$ cat config.mk
export PLATFORM = sky130hd
export DESIGN_NAME = debounce_sync
export DESIGN_NICKNAME = d
export VERILOG_FILES = /design/src/rtl/debounce_sync.sv
export SDC_FILE = /design/constraint.sdc
export NUM_CORES = 1
export LEC_CHECK = 0
export BUFFER_PORTS_ARGS = -buffer_cell sky130_fd_sc_hd__clkbuf_2
export CELL_PAD_IN_SITES_DETAIL_PLACEMENT = 0
export CELL_PAD_IN_SITES_GLOBAL_PLACEMENT = 1
export CORE_MARGIN = 5
export CORE_UTILIZATION = 40
export DETAILED_ROUTE_END_ITERATION = 6
export GPL_ROUTABILITY_DRIVEN = 0
export GPL_TIMING_DRIVEN = 1
export MAX_ROUTING_LAYER = met4
export PLACE_DENSITY = 0.7
export SYNTH_ARGS = -nofsm -noshare
export SYNTH_HDL_FRONTEND = slang
export SYNTH_SLANG_ARGS = --single-unit
$ cat constraint.sdc
create_clock -name clk -period 1.9 [get_ports clk]
set_input_delay 0.285 -clock clk [delete_from_list [all_inputs] [get_ports clk]]
set_output_delay 0.285 -clock clk [all_outputs]
set_load 0.01 [all_outputs]
$ cat src/rtl/debounce_sync.sv
// Synchronizes and debounces a raw bouncy input into a clean level plus rise/fall pulses.
// Optional macro DEBOUNCE_FALL_PULSE_EN builds the fall pulse register; otherwise fall is 0.
module debounce_sync #(
    parameter int unsigned SYNC_STAGES = 2,
    parameter int unsigned CNT_MAX     = 1000
) (
    input  logic clk,
    input  logic reset,
    input  logic din,
    output logic dout,
    output logic rise,
    output logic fall,
    output logic busy
);

    localparam int unsigned CW = $clog2(CNT_MAX + 1);
    localparam logic [CW-1:0] CNT_LAST = CW'(CNT_MAX - 1);

    typedef enum logic [1:0] {StStableLo, StChkHi, StStableHi, StChkLo} state_e;

    state_e                 state_q, state_d;
    logic [CW-1:0]          cnt_q, cnt_d;
    logic [SYNC_STAGES-1:0] sync_q;
    logic                   sync;
    logic                   dout_q, dout_d;
    logic                   rise_q, rise_d;
    logic                   busy_q;

    // Only stage 0 ever sees din, so metastability stays in the first flop.
    always_ff @(posedge clk or posedge reset) begin
        if (reset) begin
            sync_q <= '0;
        end else begin
            sync_q <= {sync_q[SYNC_STAGES-2:0], din};
        end
    end

    assign sync = sync_q[SYNC_STAGES-1];

    always_ff @(posedge clk or posedge reset) begin
        if (reset) begin
            state_q <= StStableLo;
            cnt_q   <= '0;
            dout_q  <= 1'b0;
            rise_q  <= 1'b0;
            busy_q  <= 1'b0;
        end else begin
            state_q <= state_d;
            cnt_q   <= cnt_d;
            dout_q  <= dout_d;
            rise_q  <= rise_d;
            busy_q  <= (state_d == StChkHi) || (state_d == StChkLo);
        end
    end

    always_comb begin
        state_d = state_q;
        unique case (state_q)
            StStableLo: if (sync) state_d = StChkHi;
            StChkHi: begin
                if (!sync) begin
                    state_d = StStableLo;
                end else if (cnt_q == CNT_LAST) begin
                    state_d = StStableHi;
                end
            end
            StStableHi: if (!sync) state_d = StChkLo;
            StChkLo: begin
                if (sync) begin
                    state_d = StStableHi;
                end else if (cnt_q == CNT_LAST) begin
                    state_d = StStableLo;
                end
            end
            default: state_d = StStableLo;
        endcase
    end

    always_comb begin
        cnt_d  = cnt_q;
        dout_d = dout_q;
        rise_d = 1'b0;
        unique case (state_q)
            StStableLo: if (sync) cnt_d = '0;
            StChkHi: begin
                if (sync) begin
                    if (cnt_q == CNT_LAST) begin
                        dout_d = 1'b1;
                        rise_d = 1'b1;
                    end else begin
                        cnt_d = cnt_q + 1'b1;
                    end
                end
            end
            StStableHi: if (!sync) cnt_d = '0;
            StChkLo: begin
                if (!sync) begin
                    if (cnt_q == CNT_LAST) begin
                        dout_d = 1'b0;
                    end else begin
                        cnt_d = cnt_q + 1'b1;
                    end
                end
            end
            default: cnt_d = '0;
        endcase
    end

`ifdef DEBOUNCE_FALL_PULSE_EN
    logic fall_q, fall_d;

    always_comb begin
        fall_d = (state_q == StChkLo) && !sync && (cnt_q == CNT_LAST);
    end

    always_ff @(posedge clk or posedge reset) begin
        if (reset) begin
            fall_q <= 1'b0;
        end else begin
            fall_q <= fall_d;
        end
    end

    assign fall = fall_q;
`else
    assign fall = 1'b0;
`endif

    assign dout = dout_q;
    assign rise = rise_q;
    assign busy = busy_q;

endmodule

# [After elaboration in Yosys (flattened, before gate mapping)]
# Cells that the tools add are included.
[word_totals] register_bits=17 in_bits=3 out_inout_bits=4 elab_cells=45
[op_classes] n_addsub=1 n_eq_ne=12 n_mux=21 reduce_logical=5
[op_table] cell="10-bit two-way mux" count=5
[op_table] cell="10-bit one-hot mux with 4 select lines" count=1
[op_table] cell="2-bit two-way mux" count=6
[op_table] cell="2-bit != test, second input constant" count=6
[op_table] cell="10-bit by 1-bit adder with 10-bit output, second input constant" count=1
[op_table] cell="10-bit equality test, second input constant" count=1
[op_table] cell="2-bit one-hot mux with 4 select lines" count=1
[op_table] cell="1-bit two-way mux" count=7
[op_table] cell="2-bit equality test, second input constant" count=3
[op_table] cell="5-bit AND reduction" count=1
[op_table] cell="2-bit by 1-bit equality test with 1-bit output, second input constant" count=2
[op_table] cell="4-bit AND reduction" count=1
[op_table] cell="2-bit logical NOT" count=1
[op_table] cell="1-bit one-hot mux with 2 select lines" count=1
[op_table] cell="2-bit nonzero test" count=1
[op_table] cell="1-bit logical OR" count=1

# [Longest topological paths before layout]
# Gate-level depths: netlist (run 1).
[logic_depth] depth_word=6 ltp_mapped=6 mapped_depth_nobuf=6

# [Worst setup path before layout (run 1)]
# No wires, ideal clock.
[synth_timing] kind="register to register" start="register cnt_q[0]" end="register dout_q (netlist: dout)" setup_ns=0.141 arrival_ns=1.312 t_required_ns=1.759 slack_ns=0.447 path_stages_with_launch=6 path_buffers=0 period_less_slack_ns=1.453 cell_sequence="dfrtp_1 -> ha_1 -> nand2_1 -> or3_1 -> nand2_1 -> o311ai_2"
[synth_between] elab_chain_len=3 elab_cells_between_ends=4 classes_between="3 x eq/ne; 1 x reduce/logical"
[synth_lines] element="from (decl)" line="22" text="logic [CW-1:0] cnt_q, cnt_d;"
[synth_lines] element="from (signal assigned)" line="49" text="cnt_q <= cnt_d;"
[synth_lines] element="10-bit equality test *" line="87, 98"
[synth_lines] element="2-bit != test (no line)"
[synth_lines] element="5-bit AND reduction (no line) *"
[synth_lines] element="to (signal assigned)" line="50" text="dout_q <= dout_d;"
[synth_lines] element="to (decl)" line="25" text="logic dout_q, dout_d;"
# Every way passes the cells marked *; elsewhere a longest branch is shown, timed or not.
# A chain may end at the register's enable or synchronous reset.

# [Final worst setup path (run 1)]
# Ends and elaborated chain as after synthesis.

==> run metrics, run 1 <==
Final Cell Area=903.4 µm²; critical path depth=5; yosys warns=0; Netlist cell types=32; H-tree depth=1; gr ovfl total=0; crit path capture type=register; CTS clk-pin slew, worst paths=0.10 ns; register area share after synthesis=51.13%; DIE WIDTH=55.61 µm; clock sink count=17; Bufs and invs on worst path=0; Row Count=16; largest family of logic cells by synthesized area=simple AND/OR/NAND/NOR gates; slew margin rel.=56.62%; Async S/R FF share, synth=100.0%; first-pass GRT wire length=between 2000 and 3000 µm; post-place instance area=roughly 880 µm²; DIE HEIGHT=55.61 µm; number of synthesized register bits=17; nets=98; # IOs=7; ys flop type=dfrtp_1; ANT cells=0; Hold WC Path Type=primary input to asynchronous set/reset pin; status=finished, final reports clean; Root Driver=clkbuf_4; initial antenna violation count=0; leading cell type in the layout, fill and taps excluded=dfrtp_1; non-filler cells in the finished layout=120; detailed-route via count=636; vias in the first global route=~620; critical path arrival=1.76 ns; IO Port Bufs=5; Worst EP required=2.05 ns; Fillers=199; # Max-Cap Violations=0; postcts setup bufs=0; RSZ-0062 raised after global routing=no; Worst path top cell family by delay=simple AND/OR/NAND/NOR gates; TNS Setup=0 ns; ANT nets after route=0; Pleak=0.3881 nW; final hold vios=0; crit path cell chain=ha_1 -> nand2_1 -> or3_1 -> nand2_1 -> o311ai_2; clock skew=0.007453 ns; most frequent cells in the layout=dfrtp_1, nand2_1, o21ai_0; Hold Buf Count CTS=0; global-route usage over all layers=~11%; Mean Syn Cell Area=about 9.6 µm²; maximum VDD drop=362.4 µV; Mapped Nets=91; ratio of final minimum period to clock period=84.63%; CTS Buf Count=3; Worst-Skew Late Latency=~0.28 ns; PwrDens=686.0 nW/µm²; CP most frequent cell=nand2_1; Post-Synth Simple-Gate Area=about a fifth; ratio of cells with drive above 1 in the final layout=between 10% and 20%; XOR/XNOR share of the synthesized area=2.105%; DRC Markers=0; layout overhead on the synthesized area=8.571%; Starting Density=41.98%; post-synthesis mux area share=0%; WL per Instance=~12 µm; dpl cells=116; Fmax=around 620 MHz; dpl hpwl=around 1100 µm; die footprint=3092 µm²; 1st-pass router iterations=4; CP Launch Type=register; number of synthesized flops with an enable pin=0; Mapped Cells=87; compound-gate portion of the synthesized area=18.20%; Adder-Cell Fraction of Synth Area=1.504%; Least-Margin Pin Slew=roughly 0.65 ns; drt total wl=1459 µm; post-CTS resize count=0; core area=1982 µm²; Iter 0 DRT Violations=21; Slowest-stage cell, CP=or3_1; Max Transition Viols Final=0; Tmin final=about 1.6 ns; final setup vio count=0; biggest cell delay along the critical path=0.47 ns; deepest clock path buffer count=2; Mapped Area=832.0 µm²; largest net degree at the start of global routing=18; R2R cell count=5; vias per cell=between 5 and 6; CTS tree=done; Crit Path Category=register to register; worst-path fanout max=5
==> registers in the layout (all words and copies together), names as in the netlist <==
signal / flops
rise: 1
state_q: 2
busy: 1
sync_q: 2
dout: 1
cnt_q: 10
==> worst reg2reg max path, delay by kind of cell, from the launching register on <==
family          cells  cell delay [ns]
compound gates      1             0.10
fa+ha+maj           1             0.25
flops               1             0.41
simple gates        3             0.73
==> where the power goes <==
group | switching, mW | leakage [nW] | internal, mW | total, mW
Clock | 0.107 | 0.0150 | 0.0814 | 0.189
Sequential | 0.0112 | 0.226 | 0.373 | 0.384
Combinational | 0.0310 | 0.147 | 0.0156 | 0.0465
==> layout make-up <==
| cell class | instances | area [µm²] | share of cell area (%) |
|---|---|---|---|
| Sequential cell | 17 | 425.4 | 47.09 |
| Multi-Input combinational cell | 58 | 355.3 | 39.34 |
| Tap cell | 27 | 33.78 | 3.740 |
| Timing Repair Buffer | 6 | 32.53 | 3.601 |
| Inverter | 8 | 30.03 | 3.324 |
| Clock buffer | 4 | 26.28 | 2.909 |
==> worst paths after layout <==
check / startpoint / endpoint / slack (ns)
worst max-delay path: cnt_q[0] / dout / 0.29
worst min register to register: sync_q[0] / sync_q[1] / 0.36
worst min-delay path: reset / cnt_q[0] / 0.05
min in group clk: din / sync_q[0] / 0.11
max in group asynchronous: reset / cnt_q[9] / 1.44
worst max register to register: cnt_q[0] / dout / 0.29
==> per-layer routing <==
| layer | global-route usage (%) | vias up | part of all wire [%] |
|---|---|---|---|
| met2 | 17.74 | 8 | 50 |
| met3 | 2.088 | 2 | 3.7 |
| li1 | - | 316 | - |
| met4 | 5.208 | 0 | 0.89 |
| met5 | - | - | 0 |
| met1 | 13.56 | 310 | 46 |
==> through the flow <==
step	util, %	hold slack [ns]	setup slack [ns]	power [mW]
detailed placement	44.26	0.3363	0.3329	0.4394
finish	45.58	0.04515	0.2920	0.6197
floorplan	-	0.2111	0.4471	0.4246
global route	45.58	0.08874	0.1707	0.6507
global placement	44.26	0.3327	0.3531	0.4393
CTS	45.58	0.06852	0.3062	0.6294
==> cell families after synthesis <==
| logic type | Yosys count |
|---|---|
| xor+xnor | 2 |
| compound gates | 22 |
| other cells | 1 |
| fa+ha+maj | 1 |
| flops | 17 |
| simple gates | 32 |
| buf+inv | 12 |
==> Yosys cell counts (all sizes together) (2+ instances only) <==
| library cell | count | area [µm²] |
|---|---|---|
| buf | 2 | 12.51 |
| inv | 8 | 30.03 |
| nor3 | 3 | 15.01 |
| o21ai | 11 | 55.05 |
| a21oi | 4 | 20.02 |
| nand4 | 3 | 18.77 |
| nand2 | 13 | 48.80 |
| or3 | 3 | 18.77 |
| o31ai | 2 | 28.78 |
| nand3 | 4 | 25.02 |
| clkbuf | 2 | 8.750 |
| dfrtp | 17 | 425.4 |
Power figures use the tool's default switching activity.
==> inputs of run 2 (changes only) <==
--- a/config.mk
+++ b/config.mk
@@ -9,12 +9,12 @@
 export CELL_PAD_IN_SITES_DETAIL_PLACEMENT = 0
 export CELL_PAD_IN_SITES_GLOBAL_PLACEMENT = 1
 export CORE_MARGIN = 5
-export CORE_UTILIZATION = 40
+export CORE_UTILIZATION = 39
 export DETAILED_ROUTE_END_ITERATION = 6
 export GPL_ROUTABILITY_DRIVEN = 0
 export GPL_TIMING_DRIVEN = 1
 export MAX_ROUTING_LAYER = met4
-export PLACE_DENSITY = 0.7
+export PLACE_DENSITY = 0.71
 export SYNTH_ARGS = -nofsm -noshare
 export SYNTH_HDL_FRONTEND = slang
 export SYNTH_SLANG_ARGS = --single-unit
==> constraint.sdc (replaced) <==
create_clock -name clk -period 1.35 [get_ports clk]
set_input_delay 0.2025 -clock clk [delete_from_list [all_inputs] [get_ports clk]]
set_output_delay 0.2025 -clock clk [all_outputs]
set_load 0.01 [all_outputs]
==> run 2 against run 1 <==
The run now ends with negative setup slack left. Sequential power is 41% higher. Combinational power grew to 2.9 times the previous value. Cell area is 30% higher. First-iteration DRC count fell by 57%. Global-route usage up 2.2 points. Die area up 2.1%. Worst setup slack worse by 0.39 ns. Hold slack improved by 0.27 ns. Via count increased by 16%. Critical endpoint is now cnt_q[7].
==> run metrics, run 2 (same netlist as run 1, synthesis figures left out) <==
status=finished with violations; failing checks=negative setup slack; TNS Setup=-0.5120 ns (-0.5120 ns); clock skew=0.009174 ns (+0.001721 ns); # Max-Cap Violations=0 (unchanged); Crit Path Category=register to register; worst-path fanout max=5 (unchanged); Place WS=-0.1654 ns (-0.4983 ns); DIE WIDTH=56.19 µm (+1.0%); most frequent cells in the layout=buf_4, dfrtp_1, nand2_1; CTS clk-pin slew, worst paths=0.11 ns (about the same); Pleak=0.5457 nW (+41%); drt total wl=1887 µm (+29%); clock sink count=17 (unchanged); biggest cell delay along the critical path=0.47 ns (about the same); vias in the first global route=764 (+24%); DRC Markers=0 (unchanged); initial antenna violation count=0 (unchanged); largest net degree at the start of global routing=14 (-4); global-route usage over all layers=13.35% (+2.2 points); first-pass GRT wire length=3256 µm (+21%); critical path arrival=1.69 ns (-0.07 ns); Worst-Skew Late Latency=0.30 ns (+0.02 ns); H-tree depth=1 (unchanged); Fmax=690.9 MHz (+11%); gr ovfl total=0 (unchanged); max FFs per register=10 (unchanged); Max Transition Viols Final=0 (unchanged); leading cell type in the layout, fill and taps excluded=buf_4; deepest clock path buffer count=2 (unchanged); # IOs=7 (unchanged); ratio of final minimum period to clock period=107.2% (+23 points); dpl hpwl=1322 µm (+20%); final core utilization=58.50% (+13 points); post-place instance area=1015 µm² (+16%); IO Port Bufs=5 (unchanged); Root Driver=clkbuf_4; WL per Instance=12.92 µm (+6.3%); 1st-pass router iterations=4 (unchanged); reg2reg setup slack=-0.1 ns (-0.39 ns); DIE HEIGHT=56.19 µm (+1.0%); Hold WC Path Type=primary input to asynchronous set/reset pin; Worst EP required=1.59 ns (-0.46 ns); vias per cell=5.068 (-4.4%); ANT nets after route=0 (unchanged); final hold vios=0 (unchanged); Row Count=16 (unchanged); ratio of cells with drive above 1 in the final layout=42.86% (+29 points); die footprint=3157 µm² (+2.1%); Slowest-stage cell, CP=or4_1; layout overhead on the synthesized area=40.75%; largest register by flop count=cnt_q; nets=124 (+27%); Final Cell Area=1171 µm² (+30%); Final WS setup=-0.09740 ns (-0.3894 ns); Iter 0 DRT Violations=9 (-57%); RSZ-0062 raised after global routing=yes; Regs by FF count=cnt_q (10), state_q (2), sync_q (2); detailed-route via count=740 (+16%); final setup vio count=12 (+12); crit path capture type=register; Starting Density=41.56% (-0.42 points); Fillers=188 (-5.5%); Tmin final=1.447 ns (-0.1606 ns); maximum VDD drop=663.5 µV (+83%); crit path cell chain=buf_4 -> nand3_2 -> or2_4 -> or4_1 -> nand3_1; CTS Buf Count=3 (unchanged); CP Launch Type=register; core area=2002 µm² (+1.0%); ANT cells=0 (unchanged); PwrDens=820.3 nW/µm² (+20%); CTS tree=done
## run 2: cell types whose count changed in the layout (fill, tap and decap cells not counted), moves of 2 or more
cell           delta
nand2_1           -4
o21ai_0           -4
dlygate4sd3_1     +2
o21ai_1           +4
buf_4            +24
nand2_2           +3
## run 2: worst paths after layout
path | startpoint | depth (start not counted) | endpoint
setup / recovery | cnt_q[0] | 5 | cnt_q[7]
hold / removal | reset | 3 | cnt_q[2]
setup reg to reg | cnt_q[0] | 5 | cnt_q[7]
hold reg to reg | sync_q[0] | 0 | sync_q[1]
max in group asynchronous | reset | 4 | sync_q[1]
min in group clk | sync_q[0] | 0 | sync_q[1]
## run 2: stage by stage
| stage | hold WS (ns) | cells | total power, mW |
|---|---|---|---|
| 6_report | 0.3106 | 146 | 0.9607 |
| 5_1_grt | 0.3193 | 146 | 1.011 |
| 4_1_cts | 0.001050 | 140 | 0.9374 |
| 3_5_place_dp | 0.08344 | 132 | 0.6399 |
| 3_3_place_gp | 0.07866 | 132 | 0.6371 |
| 2_1_floorplan | 0.1286 | 87 | 0.6006 |
## run 2: routing by layer
| metal | vias up | GRT usage [%] | part of all wire (%) | wire [µm] |
|---|---|---|---|---|
| li1 | 369 | - | - | - |
| met1 | 347 | 15.78 | 44 | 839 |
| met2 | 21 | 22.54 | 50 | 945 |
| met3 | 3 | 2.784 | 4.5 | 84 |
| met4 | 0 | 4.407 | 0.90 | 17 |
| met5 | - | - | 0 | 0 |
## run 2: critical path: cells and delay by family, from the launching register on
kind | cells | cell delay (ns)
AND/OR/NAND/NOR | 4 | 0.89
flip-flops | 1 | 0.40
buffers and inverters | 1 | 0.12
## run 2: area by class of cell
| class | count | area, µm² | area share (%) |
|---|---|---|---|
| clock buffers | 3 | 22.52 | 1.923 |
| well taps | 27 | 33.78 | 2.885 |
| repair buffers | 32 | 232.7 | 19.87 |
| multi-input cells | 58 | 420.4 | 35.90 |
| inverters | 8 | 30.03 | 2.564 |
| flip-flops and latches | 17 | 426.7 | 36.43 |
| clock inverters | 1 | 5.005 | 0.4274 |
## run 2: where the power goes
group	internal, mW	leakage, nW	total, mW	switching [mW]
Combinational	0.0700	0.303	0.136	0.0659
Sequential	0.526	0.225	0.541	0.0149
Clock	0.110	0.0177	0.284	0.174
## run 2: repair_timing
item,4_1_cts,5_1_grt
resized for setup,14,1
pin swaps,7,4
endpoints found under the hold margin,4,1
setup buffers,3,5
cloned,0,0
endpoints found under the setup margin,14,14
hold buffers,1,1
==> inputs of run 3 (changes only) <==
--- a/config.mk
+++ b/config.mk
@@ -8,13 +8,12 @@
 export BUFFER_PORTS_ARGS = -buffer_cell sky130_fd_sc_hd__clkbuf_2
 export CELL_PAD_IN_SITES_DETAIL_PLACEMENT = 0
 export CELL_PAD_IN_SITES_GLOBAL_PLACEMENT = 1
+export CORE_ASPECT_RATIO = 0.5
 export CORE_MARGIN = 5
-export CORE_UTILIZATION = 39
+export CORE_UTILIZATION = 32
 export DETAILED_ROUTE_END_ITERATION = 6
-export GPL_ROUTABILITY_DRIVEN = 0
-export GPL_TIMING_DRIVEN = 1
 export MAX_ROUTING_LAYER = met4
-export PLACE_DENSITY = 0.71
+export PLACE_DENSITY = 0.61
 export SYNTH_ARGS = -nofsm -noshare
 export SYNTH_HDL_FRONTEND = slang
 export SYNTH_SLANG_ARGS = --single-unit
==> run 3 against run 2 <==
Sequential share of layout area down 0.55 points. Clock power up 39%. Largest cell class is now multi-input gates. Hold slack worse by 0.30 ns. Worst setup slack worse by 0.0012 ns. Flip-flop and latch count unchanged. The run still ends with negative setup slack left. Core utilization down 11 points. Wire length up 2.4%. Fmax about the same.
==> run metrics, run 3 (same netlist as run 1, synthesis figures left out) <==
Worst path top cell family by delay=simple AND/OR/NAND/NOR gates; initial antenna violation count=0 (unchanged); Worst-Skew Late Latency=0.26 ns (-0.04 ns); slew margin rel.=55.74%; gr ovfl total=0 (unchanged); power consumption=1.059 mW (+10%); TNS Setup=-0.3227 ns (+0.1893 ns); final hold vios=0 (unchanged); Slowest-stage cell, CP=or4_4; Starting Density=32.79% (-8.8 points); clock skew=0.002574 ns (-0.006600 ns); ratio of final minimum period to clock period=107.3% (about the same); Hold Buf Count CTS=0 (-1); CTS Buf Count=3 (unchanged); leading cell type in the layout, fill and taps excluded=buf_4; DIE HEIGHT=46.06 µm (-18%); crit path capture type=register; # IOs=7 (unchanged); critical path arrival=1.65 ns (-0.04 ns); PwrDens=885.0 nW/µm² (+7.9%); vias per cell=4.805 (-5.2%); 1st-pass router iterations=4 (unchanged); most frequent cells in the layout=buf_4, dfrtp_1, nand2_1, o21ai_1, inv_1; failing checks=negative setup slack; largest register by flop count=cnt_q; core area=2537 µm² (+27%); Tmin final=1.449 ns (+0.001194 ns); max FFs per register=10 (unchanged); biggest cell delay along the critical path=0.49 ns (+0.02 ns); Final WS setup=-0.09860 ns (-0.001194 ns); WL per Instance=12.97 µm (+0.38%); clock sink count=17 (unchanged); largest net degree at the start of global routing=18 (+4); status=finished with violations; CP Launch Type=register; RSZ-0062 raised after global routing=yes; H-tree depth=1 (unchanged); DRC Markers=0 (unchanged); Place WS=-0.1061 ns (+0.05930 ns); Hold WC Path Type=primary input to asynchronous set/reset pin; Regs by FF count=cnt_q (10), state_q (2), sync_q (2); IO Port Bufs=5 (unchanged); final setup vio count=6 (-6); Iter 0 DRT Violations=22 (+13); nets=117 (-5.6%); worst-path fanout max=6 (+1); Row Count=13 (-3); layout overhead on the synthesized area=43.76%; global-route usage over all layers=11.89% (-1.5 points); ratio of cells with drive above 1 in the final layout=48.21% (+5.4 points); Least-Margin Pin Slew=around 0.66 ns; ANT nets after route=0 (unchanged); detailed-route via count=716 (-3.2%); ANT cells=0 (unchanged); Worst EP required=1.55 ns (-0.04 ns); dpl hpwl=1341 µm (+1.4%); CP most frequent cell=nand3_2; die footprint=3782 µm² (+20%); maximum VDD drop=431.1 µV (-35%); vias in the first global route=685 (-10%); crit path cell chain=nand3_2 -> or2_4 -> or4_4 -> nand3_2; Bufs and invs on worst path=0 (-1); drt total wl=1933 µm (+2.4%); Max Transition Viols Final=0 (unchanged); CTS tree=done; Fmax=690.3 MHz (about the same); CTS clk-pin slew, worst paths=0.07 ns (-0.04 ns); RD Place Congestion=0.7888; deepest clock path buffer count=2 (unchanged); Root Driver=clkbuf_8; Pleak=0.5327 nW (-2.4%); # Max-Cap Violations=0 (unchanged); first-pass GRT wire length=3118 µm (-4.2%); Crit Path Category=register to register; hold_ws=0.008120 ns (-0.3025 ns); DIE WIDTH=82.12 µm (+46%)
## run 3: routing by layer
layer | wire, µm | global-route usage [%]
met5 | 0 | -
met4 | 22 | 5.960
met3 | 92 | 4.102
met2 | 941 | 18.94
met1 | 877 | 13.55
## run 3: path summary, 6_finish.rpt
check	slack, ns	depth (start not counted)	from	to
hold reg to reg	0.35	0	sync_q[0]	sync_q[1]
hold / removal	0.008	2	reset	dout
setup / recovery	-0.1	4	cnt_q[0]	cnt_q[7]
max in group asynchronous	0.88	2	reset	cnt_q[1]
setup reg to reg	-0.1	4	cnt_q[0]	cnt_q[7]
min in group clk	0.04	1	din	sync_q[0]
## run 3: metrics by stage
stage	area, µm²	instances	util [%]
after floorplan	849.6	87	-
after global placement	1035	143	40.78
after detailed placement	1035	143	40.78
after CTS	1144	148	45.07
after global routing	1196	149	47.14
final	1196	149	47.14
## run 3: layout make-up
cell class / count / area, µm²
well taps: 37 / 46.29
flip-flops and latches: 17 / 429.2
multi-input cells: 58 / 461.7
repair buffers: 25 / 182.7
inverters: 8 / 30.03
clock buffers: 3 / 41.29
clock inverters: 1 / 5.005
fillers: 241 / 1341
## run 3: power breakdown
group	leakage [nW]	switching (mW)	internal [mW]
combinational	0.285	0.0614	0.0556
clock	0.0255	0.188	0.205
sequential	0.222	0.0207	0.527
total	0.533	0.271	0.788
## run 3: what timing repair did
item | CTS | global route
setup endpoints to repair | 11 | 15
pin swaps | 8 | 15
gates resized for setup | 18 | 14
buffers inserted | 1 | 2
cloned | 0 | 0
